### config.mk
export PLATFORM = sky130hd
export DESIGN_NAME = sprite_compositor
export DESIGN_NICKNAME = d
export VERILOG_FILES = /design/src/rtl/sprite_compositor.sv
export SDC_FILE = /design/constraint.sdc
export NUM_CORES = 1
export LEC_CHECK = 0
export BUFFER_PORTS_ARGS = -buffer_cell sky130_fd_sc_hd__buf_2
export CORE_ASPECT_RATIO = 1.25
export CORE_MARGIN = 5
export CORE_UTILIZATION = 56
export DETAILED_ROUTE_END_ITERATION = 6
export PLACE_DENSITY = 0.79
export REMOVE_ABC_BUFFERS = 1
export SYNTH_ARGS = -nofsm -noshare
export SYNTH_HDL_FRONTEND = slang
export SYNTH_SLANG_ARGS = --single-unit
### constraint.sdc
create_clock -name clk -period 5.1 [get_ports clk]
set_input_delay 0.255 -clock clk [delete_from_list [all_inputs] [get_ports clk]]
set_output_delay 0.255 -clock clk [all_outputs]
set_load 0.05 [all_outputs]
### src/rtl/sprite_compositor.sv
// N-slot sprite compositor: per-slot ROM addressing, colour-key merge over background, per-frame collision flags.
// Latency 3 cycles scan->rgb; no backpressure, one pixel accepted every cycle.
module sprite_compositor #(
  parameter int          N_SLOTS = 8,
  parameter int          SLOT_W  = 3,
  parameter int          SPR_W   = 20,
  parameter int          SPR_H   = 20,
  parameter int          ADDR_W  = 9,
  parameter logic [7:0]  TRANSP  = 8'hE3
) (
  input  logic                        clk,
  input  logic                        rst,
  input  logic [9:0]                  x_ptr,
  input  logic [9:0]                  y_ptr,
  input  logic                        valid,
  input  logic                        frame_start,
  input  logic                        wr_en,
  input  logic [SLOT_W-1:0]           wr_slot,
  input  logic [20:0]                 wr_data,
  output logic [N_SLOTS*ADDR_W-1:0]   spr_addr,
  input  logic [N_SLOTS*8-1:0]        spr_data,
  input  logic [7:0]                  bg_data,
  output logic [7:0]                  rgb,
  output logic                        rgb_valid,
  output logic [N_SLOTS-1:0]          collision
);

  logic [N_SLOTS-1:0] sh_en, sh_en_nxt, act_en;
  logic [9:0]         sh_x [N_SLOTS];
  logic [9:0]         sh_y [N_SLOTS];
  logic [9:0]         sh_x_nxt [N_SLOTS];
  logic [9:0]         sh_y_nxt [N_SLOTS];
  logic [9:0]         act_x [N_SLOTS];
  logic [9:0]         act_y [N_SLOTS];

  logic [N_SLOTS-1:0]        hit_c, hit1, hit2, opaque, overlap;
  logic [N_SLOTS*ADDR_W-1:0] addr_c;
  logic                      vld1, vld2;
  logic [N_SLOTS-1:0]        coll_acc;
  logic [7:0]                win_pix;
  logic [10:0]               x11, y11;

  // Shadow view including this cycle's write, so a write coinciding with frame_start commits immediately.
  always_comb begin
    sh_en_nxt = sh_en;
    sh_x_nxt  = sh_x;
    sh_y_nxt  = sh_y;
    for (int k = 0; k < N_SLOTS; k++) begin
      if (wr_en && wr_slot == SLOT_W'(k)) begin
        sh_en_nxt[k] = wr_data[20];
        sh_x_nxt[k]  = wr_data[19:10];
        sh_y_nxt[k]  = wr_data[9:0];
      end
    end
  end

  assign x11 = {1'b0, x_ptr};
  assign y11 = {1'b0, y_ptr};

  for (genvar k = 0; k < N_SLOTS; k++) begin : g_slot
    logic [10:0] sx, sy, dx, dy;
    logic [15:0] lin;
    assign sx  = {1'b0, act_x[k]};
    assign sy  = {1'b0, act_y[k]};
    assign dx  = x11 - sx;
    assign dy  = y11 - sy;
    assign lin = 16'(dy) * 16'(SPR_W) + 16'(dx);
    // 11-bit compares keep sprites near the right/bottom edge from wrapping to column/row 0.
    assign hit_c[k] = act_en[k] & valid & (x11 >= sx) & (x11 < sx + 11'(SPR_W))
                    & (y11 >= sy) & (y11 < sy + 11'(SPR_H));
    assign addr_c[k*ADDR_W +: ADDR_W] = hit_c[k] ? ADDR_W'(lin) : '0;
    assign opaque[k] = hit2[k] & (spr_data[k*8 +: 8] != TRANSP);
  end

  // Lowest index wins: scan downward so slot 0 is applied last.
  always_comb begin
    win_pix = bg_data;
    for (int k = N_SLOTS - 1; k >= 0; k--) begin
      if (opaque[k]) win_pix = spr_data[k*8 +: 8];
    end
  end

  assign overlap = opaque & {{(N_SLOTS-1){opaque[0]}}, 1'b0};

  always_ff @(posedge clk) begin
    if (rst) begin
      sh_en     <= '0;
      act_en    <= '0;
      sh_x      <= '{default: '0};
      sh_y      <= '{default: '0};
      act_x     <= '{default: '0};
      act_y     <= '{default: '0};
      spr_addr  <= '0;
      hit1      <= '0;
      hit2      <= '0;
      vld1      <= 1'b0;
      vld2      <= 1'b0;
      rgb       <= 8'h00;
      rgb_valid <= 1'b0;
      collision <= '0;
      coll_acc  <= '0;
    end else begin
      sh_en <= sh_en_nxt;
      sh_x  <= sh_x_nxt;
      sh_y  <= sh_y_nxt;
      if (frame_start) begin
        act_en <= sh_en_nxt;
        act_x  <= sh_x_nxt;
        act_y  <= sh_y_nxt;
      end
      spr_addr  <= addr_c;
      hit1      <= hit_c;
      vld1      <= valid;
      hit2      <= hit1;
      vld2      <= vld1;
      rgb       <= vld2 ? win_pix : 8'h00;
      rgb_valid <= vld2;
      // Overlap seen during the frame_start cycle belongs to the next frame.
      if (frame_start) begin
        collision <= coll_acc;
        coll_acc  <= overlap;
      end else begin
        coll_acc  <= coll_acc | overlap;
      end
    end
  end

endmodule

Word level (Yosys, flattened, before mapping). Index checks and enable logic that the tools add are counted.

Bits in registers: 451. Input bits: 121. Output and inout bits: 89. Word-level logic and storage cells: 255.

Add/sub/neg operators: 40. $mul: 8. $lt $le $gt $ge: 32. Eq/ne operators: 15. Muxes and demuxes: 33. Bitwise operators: 59. Reduce and logical (&&, ||, !) cells: 18.

Operators with widths (number): $add 10x5->11 const B (16); $lt 10x11->1 (16); $ge 10x10->1 (16); $mux 10 (16); $mul 11x3->7 const B (8); $sub 10x10->11 (8); $add 9x9->9 (8); $mux 8 (9); $sub 9x9->9 (8); $ne 8x8->1 const B (8); $and 1x1->1 (48); $reduce_or 2->1 (9); $eq 3x3->1 const B (4); $not 1->1 (9); $and 8x8->8 (1); $logic_and 1x1->1 (8); $mux 1 (8); $or 8x8->8 (1); $eq 3x2->1 const B (2); $eq 3x1->1 const B (1); $logic_not 3->1 (1).

Logic depth before layout (Yosys ltp). Gate-level depths: netlist of the first run.

Depth after elaboration: 10. Gate-level depth with buffers: 19. Mapped depth without buffers: 19.

Least setup slack after synthesis of the first run. OpenSTA, ideal clock, no wires.

Path kind: input to register. From: in y_ptr[0]. To: reg spr_addr[26]. Library setup time: 0.084 ns. Data arrival time: 3.994 ns. Data required time: 5.016 ns. Setup slack: 1.022 ns. Stages: 17. Path buffers: 0. Path through: inv_1 -> ha_1 -> inv_1 -> fa_1 -> a21o_1 -> a21oi_2 -> xnor2_1 -> ha_1 -> fa_1 -> xnor2_1 -> fa_1 -> xnor2_1 -> xnor2_1 -> xnor2_1 -> or4_4 -> a21o_1 -> a211oi_2.

Word-level cells in the longest chain between the ends: 5. Elaborated cells between the ends (all ways): 9. Those cells by class: add/sub (2); mul (1); order compare (2); bitwise (3); reduce/logical (1).

RTL lines: from (decl) (RTL line 14) `input logic [9:0] y_ptr,`; branches (longest 5 deep; another with $sub 10x10->11); to (signal assigned) (RTL line 111) `spr_addr <= addr_c;`; to (decl) (RTL line 20) `output logic [N_SLOTS*ADDR_W-1:0] spr_addr,`.

Parallel ways; which one is timed is not known. A chain may end at the register's enable or synchronous reset.

Worst setup path in the final report of the first run.
From: reg act_y[70] (netlist bit). To: reg spr_addr[8].

Word-level cells in the longest chain between the ends: 5. Elaborated cells between the ends (all ways): 10. Those cells by class: add/sub (3); mul (1); order compare (2); bitwise (3); reduce/logical (1).

RTL lines: from (decl) (RTL line 34) `logic [9:0] act_y [N_SLOTS];`; from (signal assigned) (RTL line 109) `act_y <= sh_y_nxt;`; branches (longest 5 deep; another with $sub 10x10->11).

Parallel ways; which one is timed is not known.

==> reports/qor.log, run 1 <==
qor: status.outcome finished clean
qor: worst_setup_path.timing.critical_path.arrival 4760 ps
qor: cts.worst_skew_pair.late_latency 570 ps
qor: cts.htree_depth 2
qor: timing.setup_viol 0
qor: worst_hold_path.path_class_of_the_lowest_slack_min_delay_path input port to flip-flop
qor: yosys.netlist_top_cells_area sky130_fd_sc_hd__dfxtp_1 30%, sky130_fd_sc_hd__ha_1 18%, sky130_fd_sc_hd__mux2i_1 5.9%
qor: yosys.ys_top_cells_by_count 465 x sky130_fd_sc_hd__nor2_1, 449 x sky130_fd_sc_hd__dfxtp_1, 419 x sky130_fd_sc_hd__ha_1
qor: global_routing.grt_max_degree 161
qor: power_and_ir_drop.swShare 0.334
qor: global_routing.track_usage 0.258
qor: floorplan.ioPinCount 210
qor: timing.timing_hold_violations_final 0
qor: routing.drt_drc_violations_left 0
qor: timing.period_share 0.852
qor: routing.routed_wirelength 76800 microns
qor: power_and_ir_drop.power.leakage 14.6 nW
qor: timing.max_slew.worst_pin.slew 1200 ps
qor: cts.cts.sink_count 449
qor: worst_setup_path.timing.critical_path.required 5510 ps
qor: global_routing.number_of_global_route_vias_before_repair 23627
qor: routing.drtPass1Iterations 5
qor: yosys.yosysSeqAreaShare 0.301
qor: global_routing.globalRouteOverflowTotal 0
qor: worst_setup_path.crit_path_max_fanout 4
qor: yosys.synthDominantAreaCellType sky130_fd_sc_hd__dfxtp_1
qor: placed_design.place_congestion 0.921
qor: floorplan.rows 94
qor: power_and_ir_drop.p_int 7.80 mW
qor: timing.slew_viol_final 0
qor: timing.period_minus_slack 4350 ps
qor: cells_and_area.nets 4059
qor: power_and_ir_drop.power_frac_seq 0.317
qor: yosys.synth_seq_cells 449
qor: yosys.ys.warnings.count 0
qor: cts.clock_pin_slew_reported_for_the_worst_setup_and_hold_paths_after_clock_tree_synthesis 60 ps
qor: global_routing.grt_pass1_wl 123000 microns
qor: timing.slew-limit-headroom 0.188
qor: routing.dr_total_vias 24119
qor: floorplan.initial_core_util 0.566
qor: worst_setup_path.critPathKind flip-flop to flip-flop
qor: power_and_ir_drop.pwr-share-clk 0.320
qor: timing.skew 13.7 ps
qor: flow_run.maxCapViolCount 0
qor: yosys.netlist_area 29800 sq um
qor: routing.route.antenna.remaining_nets 0
qor: yosys.postSynth.topFlopCell sky130_fd_sc_hd__dfxtp_1
qor: power_and_ir_drop.finalPower 11.7 mW
qor: yosys.async_sr_flop_fraction 0
qor: cells_and_area.areaGrowthSynthToFinish 11.1%
qor: worst_setup_path.reg2reg_slack 750 ps
qor: cts.tritoncts yes
qor: placed_design.hpwl 58100 microns
qor: yosys.synth_top_area_frac 0.301
qor: cts.root_buffer sky130_fd_sc_hd__clkbuf_16
qor: worst_setup_path.setup.worst_path.start_class flip-flop
qor: global_routing.initial_antenna_violation_count 2
qor: power_and_ir_drop.power.net_switching 3.92 mW
qor: cts.clk_path_buf_depth 3
qor: cts.cts-buffers-inserted 45
qor: floorplan.die_area 58000 sq um
qor: power_and_ir_drop.power_per_cell_area 354 nW/um^2
qor: floorplan.die_w 216 microns
qor: cells_and_area.fillCellCount 4314
qor: cells_and_area.layout-drive-gt1-share 0.0978
qor: yosys.synth.distinct_cells 83
qor: yosys.synth_most_common_cell sky130_fd_sc_hd__nor2_1
qor: worst_setup_path.critPathCaptureType flip-flop
qor: floorplan.chipHeight 268 microns
qor: yosys.netlist_instances 3288
qor: routing.drt-vias-per-instance 5.81
qor: yosys.synth_enable_flop_cells 0
qor: yosys.syn_area_per_cell 9.07 sq um
qor: placed_design.port_buffers 208
qor: timing.setup_total_negative_slack 0 ps
qor: power_and_ir_drop.power.combinational.fraction 0.363
qor: power_and_ir_drop.peakVddDrop 0.234 mV
qor: routing.dr.first_iter.drc_count 1485
qor: floorplan.core-area 52700 sq um
qor: timing.rsz0062_at_grt no
qor: routing.routed_wire_length_per_instance 18.5 microns
qor: timing.timing.fmax 0.230 GHz
flip-flops by register name, indices dropped and copies added, names as in the netlist, 72 cells and up:
signal and flops:
sh_x 80, spr_addr 72, act_y 80, act_x 80, sh_y 80
layout make-up:
cell class / instances / area (sq um) / area share
diodes: 1 / 2.50 / 0.0000756
clock buffers: 60 / 1270 / 0.0385
clock inverters: 23 / 389 / 0.0117
inverters: 319 / 1200 / 0.0362
multi-input cells: 2389 / 19100 / 0.578
flip-flops and latches: 449 / 8990 / 0.271
well taps: 672 / 841 / 0.0254
repair buffers: 235 / 1280 / 0.0388
timing repair:
item | in CTS | in global routing
hold buffers | 3 | 0
setup buffers | 0 | 0
resized for setup | 0 | 0
hold endpoints to repair | 3 | 0
per-stage QoR:
| step | worst slack (ps) | utilization | std cells | hold WS [ps] | area, sq um |
|---|---|---|---|---|---|
| detailed placement | 388 | 0.596 | 4061 | 422 | 31400 |
| global placement | 533 | 0.596 | 4061 | 418 | 31400 |
| floorplan | 1030 | - | 3157 | 327 | 29300 |
| global route | 610 | 0.629 | 4147 | 18.7 | 33100 |
| finish | 755 | 0.629 | 4148 | 13.6 | 33100 |
| CTS | 804 | 0.629 | 4147 | 4.26 | 33100 |
per-layer routing:
layer | vias to the layer above | GRT usage | share of wire
li1 | 11890 | - | -
met1 | 11303 | 0.326 | 0.43
met2 | 703 | 0.446 | 0.46
met3 | 219 | 0.0364 | 0.051
met4 | 4 | 0.110 | 0.049
met5 | - | 0 | 0.00035
power by group through the flow:
stage | Combinational, mW | Sequential (mW) | Clock (mW)
after floorplan | 3.17 | 3.77 | 0
after global placement | 3.98 | 3.78 | 0
after detailed placement | 4.13 | 3.79 | 0
after CTS | 4.20 | 3.71 | 3.79
after global routing | 4.75 | 3.72 | 3.94
final | 4.25 | 3.71 | 3.75
cell usage in the layout, fill, tap and decap left out, types with 9 or more instances in the layout:
cell                          n
sky130_fd_sc_hd__ha_1       419
sky130_fd_sc_hd__nor4_1      10
sky130_fd_sc_hd__dfxtp_1    449
sky130_fd_sc_hd__nand2b_1    16
sky130_fd_sc_hd__a31oi_1     10
sky130_fd_sc_hd__or3_1        9
sky130_fd_sc_hd__mux2i_1    175
sky130_fd_sc_hd__nor2b_1     45
sky130_fd_sc_hd__nor2_1     465
sky130_fd_sc_hd__a211oi_1   189
sky130_fd_sc_hd__a21oi_1    139
sky130_fd_sc_hd__xor2_1      53
sky130_fd_sc_hd__o21a_1      33
sky130_fd_sc_hd__o22ai_1      9
sky130_fd_sc_hd__xnor2_1    147
sky130_fd_sc_hd__o2111ai_1   24
sky130_fd_sc_hd__o211ai_1    26
sky130_fd_sc_hd__o21bai_1    16
sky130_fd_sc_hd__clkbuf_16   47
sky130_fd_sc_hd__bufinv_16   10
sky130_fd_sc_hd__a21o_1      49
sky130_fd_sc_hd__fa_1        80
sky130_fd_sc_hd__nor3b_1     10
sky130_fd_sc_hd__nand4_1     14
sky130_fd_sc_hd__nand2_1     57
sky130_fd_sc_hd__inv_1      319
sky130_fd_sc_hd__nand3_1     39
sky130_fd_sc_hd__buf_2      206
sky130_fd_sc_hd__buf_4       23
sky130_fd_sc_hd__a2111oi_0   13
sky130_fd_sc_hd__nand4b_1    11
sky130_fd_sc_hd__o21ai_0     73
sky130_fd_sc_hd__nor3_1      93
sky130_fd_sc_hd__a221oi_1    10
sky130_fd_sc_hd__o41ai_1     12
worst max-delay path, stage by stage (launching register included):
cell	delay, ps
sky130_fd_sc_hd__dfxtp_1	310
sky130_fd_sc_hd__ha_1	210
sky130_fd_sc_hd__fa_1	410
sky130_fd_sc_hd__nand2b_1	160
sky130_fd_sc_hd__a21oi_1	340
sky130_fd_sc_hd__xor2_1	180
sky130_fd_sc_hd__ha_1	350
sky130_fd_sc_hd__inv_1	70
sky130_fd_sc_hd__fa_1	430
sky130_fd_sc_hd__xnor2_1	200
sky130_fd_sc_hd__fa_1	440
sky130_fd_sc_hd__ha_1	240
sky130_fd_sc_hd__nor4_1	310
sky130_fd_sc_hd__nor3_1	100
sky130_fd_sc_hd__xnor3_1	380
sky130_fd_sc_hd__nor3_1	50
worst paths after layout:
kind | startpoint | end | cells after the start
worst max-delay path | act_y[70] | spr_addr[8] | 15
worst min-delay path | spr_data[38] | rgb[6] | 3
worst max register to register | act_y[70] | spr_addr[8] | 15
worst min register to register | hit1[0] | hit2[0] | 1
kinds of logic (layout without fill, tap and decap cells):
logic type               Yosys count  after routing  synth area share
flip-flops                       449            449             0.301
AND/OR/NAND/NOR                  806            806             0.123
adder cells (fa/ha/maj)          499            499             0.230
buffers and inverters            450            637            0.0574
XOR/XNOR                         205            205            0.0625
other                              1              2          0.000126
multiplexers                     180            180            0.0608
AO/OA/AOI/OAI                    698            698             0.165
(Power assumes the default switching activity.)
==> run 2, diff against run 1 <==
ABC_AREA = 0   (was not set)
PLACE_DENSITY = 0.84   (was 0.79)
TNS_END_PERCENT = 30   (was not set)
==> reports/qor.log, run 2 (synthesized netlist as in run 1, its figures left out) <==
qor: global_routing.grt_pass1_wl 125000 microns
qor: floorplan.die_w 216 microns
qor: timing.setup_total_negative_slack 0 ps
qor: power_and_ir_drop.peakVddDrop 0.242 mV
qor: floorplan.initial_core_util 0.566
qor: timing.slew-limit-headroom 0.150
qor: global_routing.number_of_global_route_vias_before_repair 24095
qor: routing.drt_drc_violations_left 8
qor: timing.period_share 0.855
qor: cells_and_area.areaGrowthSynthToFinish 10.8%
qor: floorplan.chipHeight 268 microns
qor: placed_design.port_buffers 208
qor: power_and_ir_drop.power_per_cell_area 349 nW/um^2
qor: worst_hold_path.hold_path_depth 3
qor: cts.clock_pin_slew_reported_for_the_worst_setup_and_hold_paths_after_clock_tree_synthesis 70 ps
qor: global_routing.initial_antenna_violation_count 5
qor: routing.drt-vias-per-instance 5.92
qor: global_routing.globalRouteOverflowTotal 0
qor: timing.slew_viol_final 0
qor: worst_setup_path.timing.critical_path.required 5580 ps
qor: floorplan.die_area 58000 sq um
qor: routing.routed_wirelength 77600 microns
qor: cts.cts-buffers-inserted 45
qor: status.outcome finished with violations
qor: global_routing.track_usage 0.261
qor: cts.cts.repair_timing.setup_buffer_count 0
qor: timing.setup_viol 0
qor: floorplan.ioPinCount 210
qor: cells_and_area.most_common_cell_after_layout_fill_and_taps_aside sky130_fd_sc_hd__nor2_1
qor: routing.dr_total_vias 24564
qor: power_and_ir_drop.finalPower 11.5 mW
qor: worst_setup_path.timing.critical_path.arrival 4840 ps
qor: status.failed_checks design-rule violations
qor: routing.routed_wire_length_per_instance 18.7 microns
qor: cts.root_buffer sky130_fd_sc_hd__clkbuf_16
qor: worst_setup_path.reg2regPathDepth 15
qor: worst_setup_path.critPathCaptureType flip-flop
qor: floorplan.rows 94
qor: cts.worst_skew_pair.late_latency 580 ps
qor: global_routing.grt_max_degree 139
qor: timing.period_minus_slack 4360 ps
qor: floorplan.core-area 52700 sq um
qor: worst_setup_path.setup.worst_path.start_class flip-flop
qor: cts.tritoncts yes
qor: power_and_ir_drop.power.leakage 14.6 nW
qor: timing.timing.fmax 0.229 GHz
qor: cts.cts.sink_count 449
qor: cells_and_area.layout-drive-gt1-share 0.0976
qor: timing.skew 15.2 ps
qor: routing.route.antenna.remaining_nets 0
qor: worst_hold_path.path_class_of_the_lowest_slack_min_delay_path input port to flip-flop
qor: cells_and_area.nets 4060
qor: placed_design.hpwl 58500 microns
qor: routing.drtPass1Iterations 7
qor: worst_setup_path.critPathKind flip-flop to flip-flop
qor: cts.post_cts.resized_instances 0
qor: cells_and_area.most-common-layout-cells 465 x sky130_fd_sc_hd__nor2_1, 449 x sky130_fd_sc_hd__dfxtp_1, 419 x sky130_fd_sc_hd__ha_1
qor: routing.dr.first_iter.drc_count 1914
qor: worst_setup_path.crit_path_max_fanout 4
qor: timing.max_slew.worst_pin.slew 1260 ps
qor: timing.rsz0062_at_grt no
qor: cts.htree_depth 2
qor: flow_run.maxCapViolCount 0
qor: placed_design.place_congestion 0.912
qor: cts.clk_path_buf_depth 3
qor: timing.timing_hold_violations_final 0
## run 2: cell types whose count changed in the layout (fill, tap and decap cells not counted), sizes merged
cell         change
bufinv           -5
clkbuf           +4
clkinvlp         -4
inv              +4
diode            +2
dlygate4sd3      +1
## run 2: per-layer routing
metal	GRT usage	vias to the layer above	routed length [microns]	part of all wire
li1	-	11906	-	-
met1	0.323	11568	32400	0.42
met2	0.450	836	36600	0.47
met3	0.0370	252	4340	0.056
met4	0.126	2	4190	0.054
met5	0	-	13	0.00017
## run 2: final cells by class
class                   count  area, sq um
clock buffers              64         1330
well taps                 672          841
diodes                      3         7.51
flip-flops and latches    449         8990
multi-input cells        2389        19100
clock inverters            18          249
repair buffers            236         1280
inverters                 319         1200
fillers                  4189        19700
## run 2: timing repair
item / 4_1_cts / 5_1_grt
endpoints found under the hold margin: 4 / 0
hold buffers: 4 / 0
endpoints found under the setup margin: 0 / 0
## run 2: critical path, cell delays in order, from the launching register on
cell and delay, ps:
sky130_fd_sc_hd__dfxtp_1 320, sky130_fd_sc_hd__ha_1 220, sky130_fd_sc_hd__fa_1 420, sky130_fd_sc_hd__nand2b_1 160
sky130_fd_sc_hd__a21oi_1 330, sky130_fd_sc_hd__xor2_1 180, sky130_fd_sc_hd__ha_1 350, sky130_fd_sc_hd__inv_1 70
sky130_fd_sc_hd__fa_1 430, sky130_fd_sc_hd__xnor2_1 210, sky130_fd_sc_hd__fa_1 440, sky130_fd_sc_hd__ha_1 240
sky130_fd_sc_hd__nor4_1 280, sky130_fd_sc_hd__nor3_1 90, sky130_fd_sc_hd__xnor3_1 370, sky130_fd_sc_hd__nor3_1 160
## run 2: worst paths after layout
| path | from | endpoint | slack (ps) |
|---|---|---|---|
| worst max-delay path | act_y[70] | spr_addr[8] | 740 |
| worst min-delay path | spr_data[38] | rgb[6] | 20 |
| worst max register to register | act_y[70] | spr_addr[8] | 740 |
| worst min register to register | hit1[0] | hit2[0] | 440 |
## run 2: through the flow
stage	cells	cell area, sq um	utilization	worst slack (ps)	hold slack [ps]
2_1_floorplan	3157	29300	-	1030	327
3_3_place_gp	4061	31400	0.596	542	417
3_5_place_dp	4061	31400	0.596	354	423
4_1_cts	4147	33000	0.627	787	1.93
5_1_grt	4147	33000	0.627	522	21.7
6_report	4150	33000	0.627	738	20.4
## run 2: power by group
part | leakage, nW | internal, mW | switching, mW
sequential | 3.66 | 3.61 | 0.0966
combinational | 10.2 | 1.92 | 2.34
clock | 0.778 | 2.09 | 1.47
total | 14.6 | 7.62 | 3.90
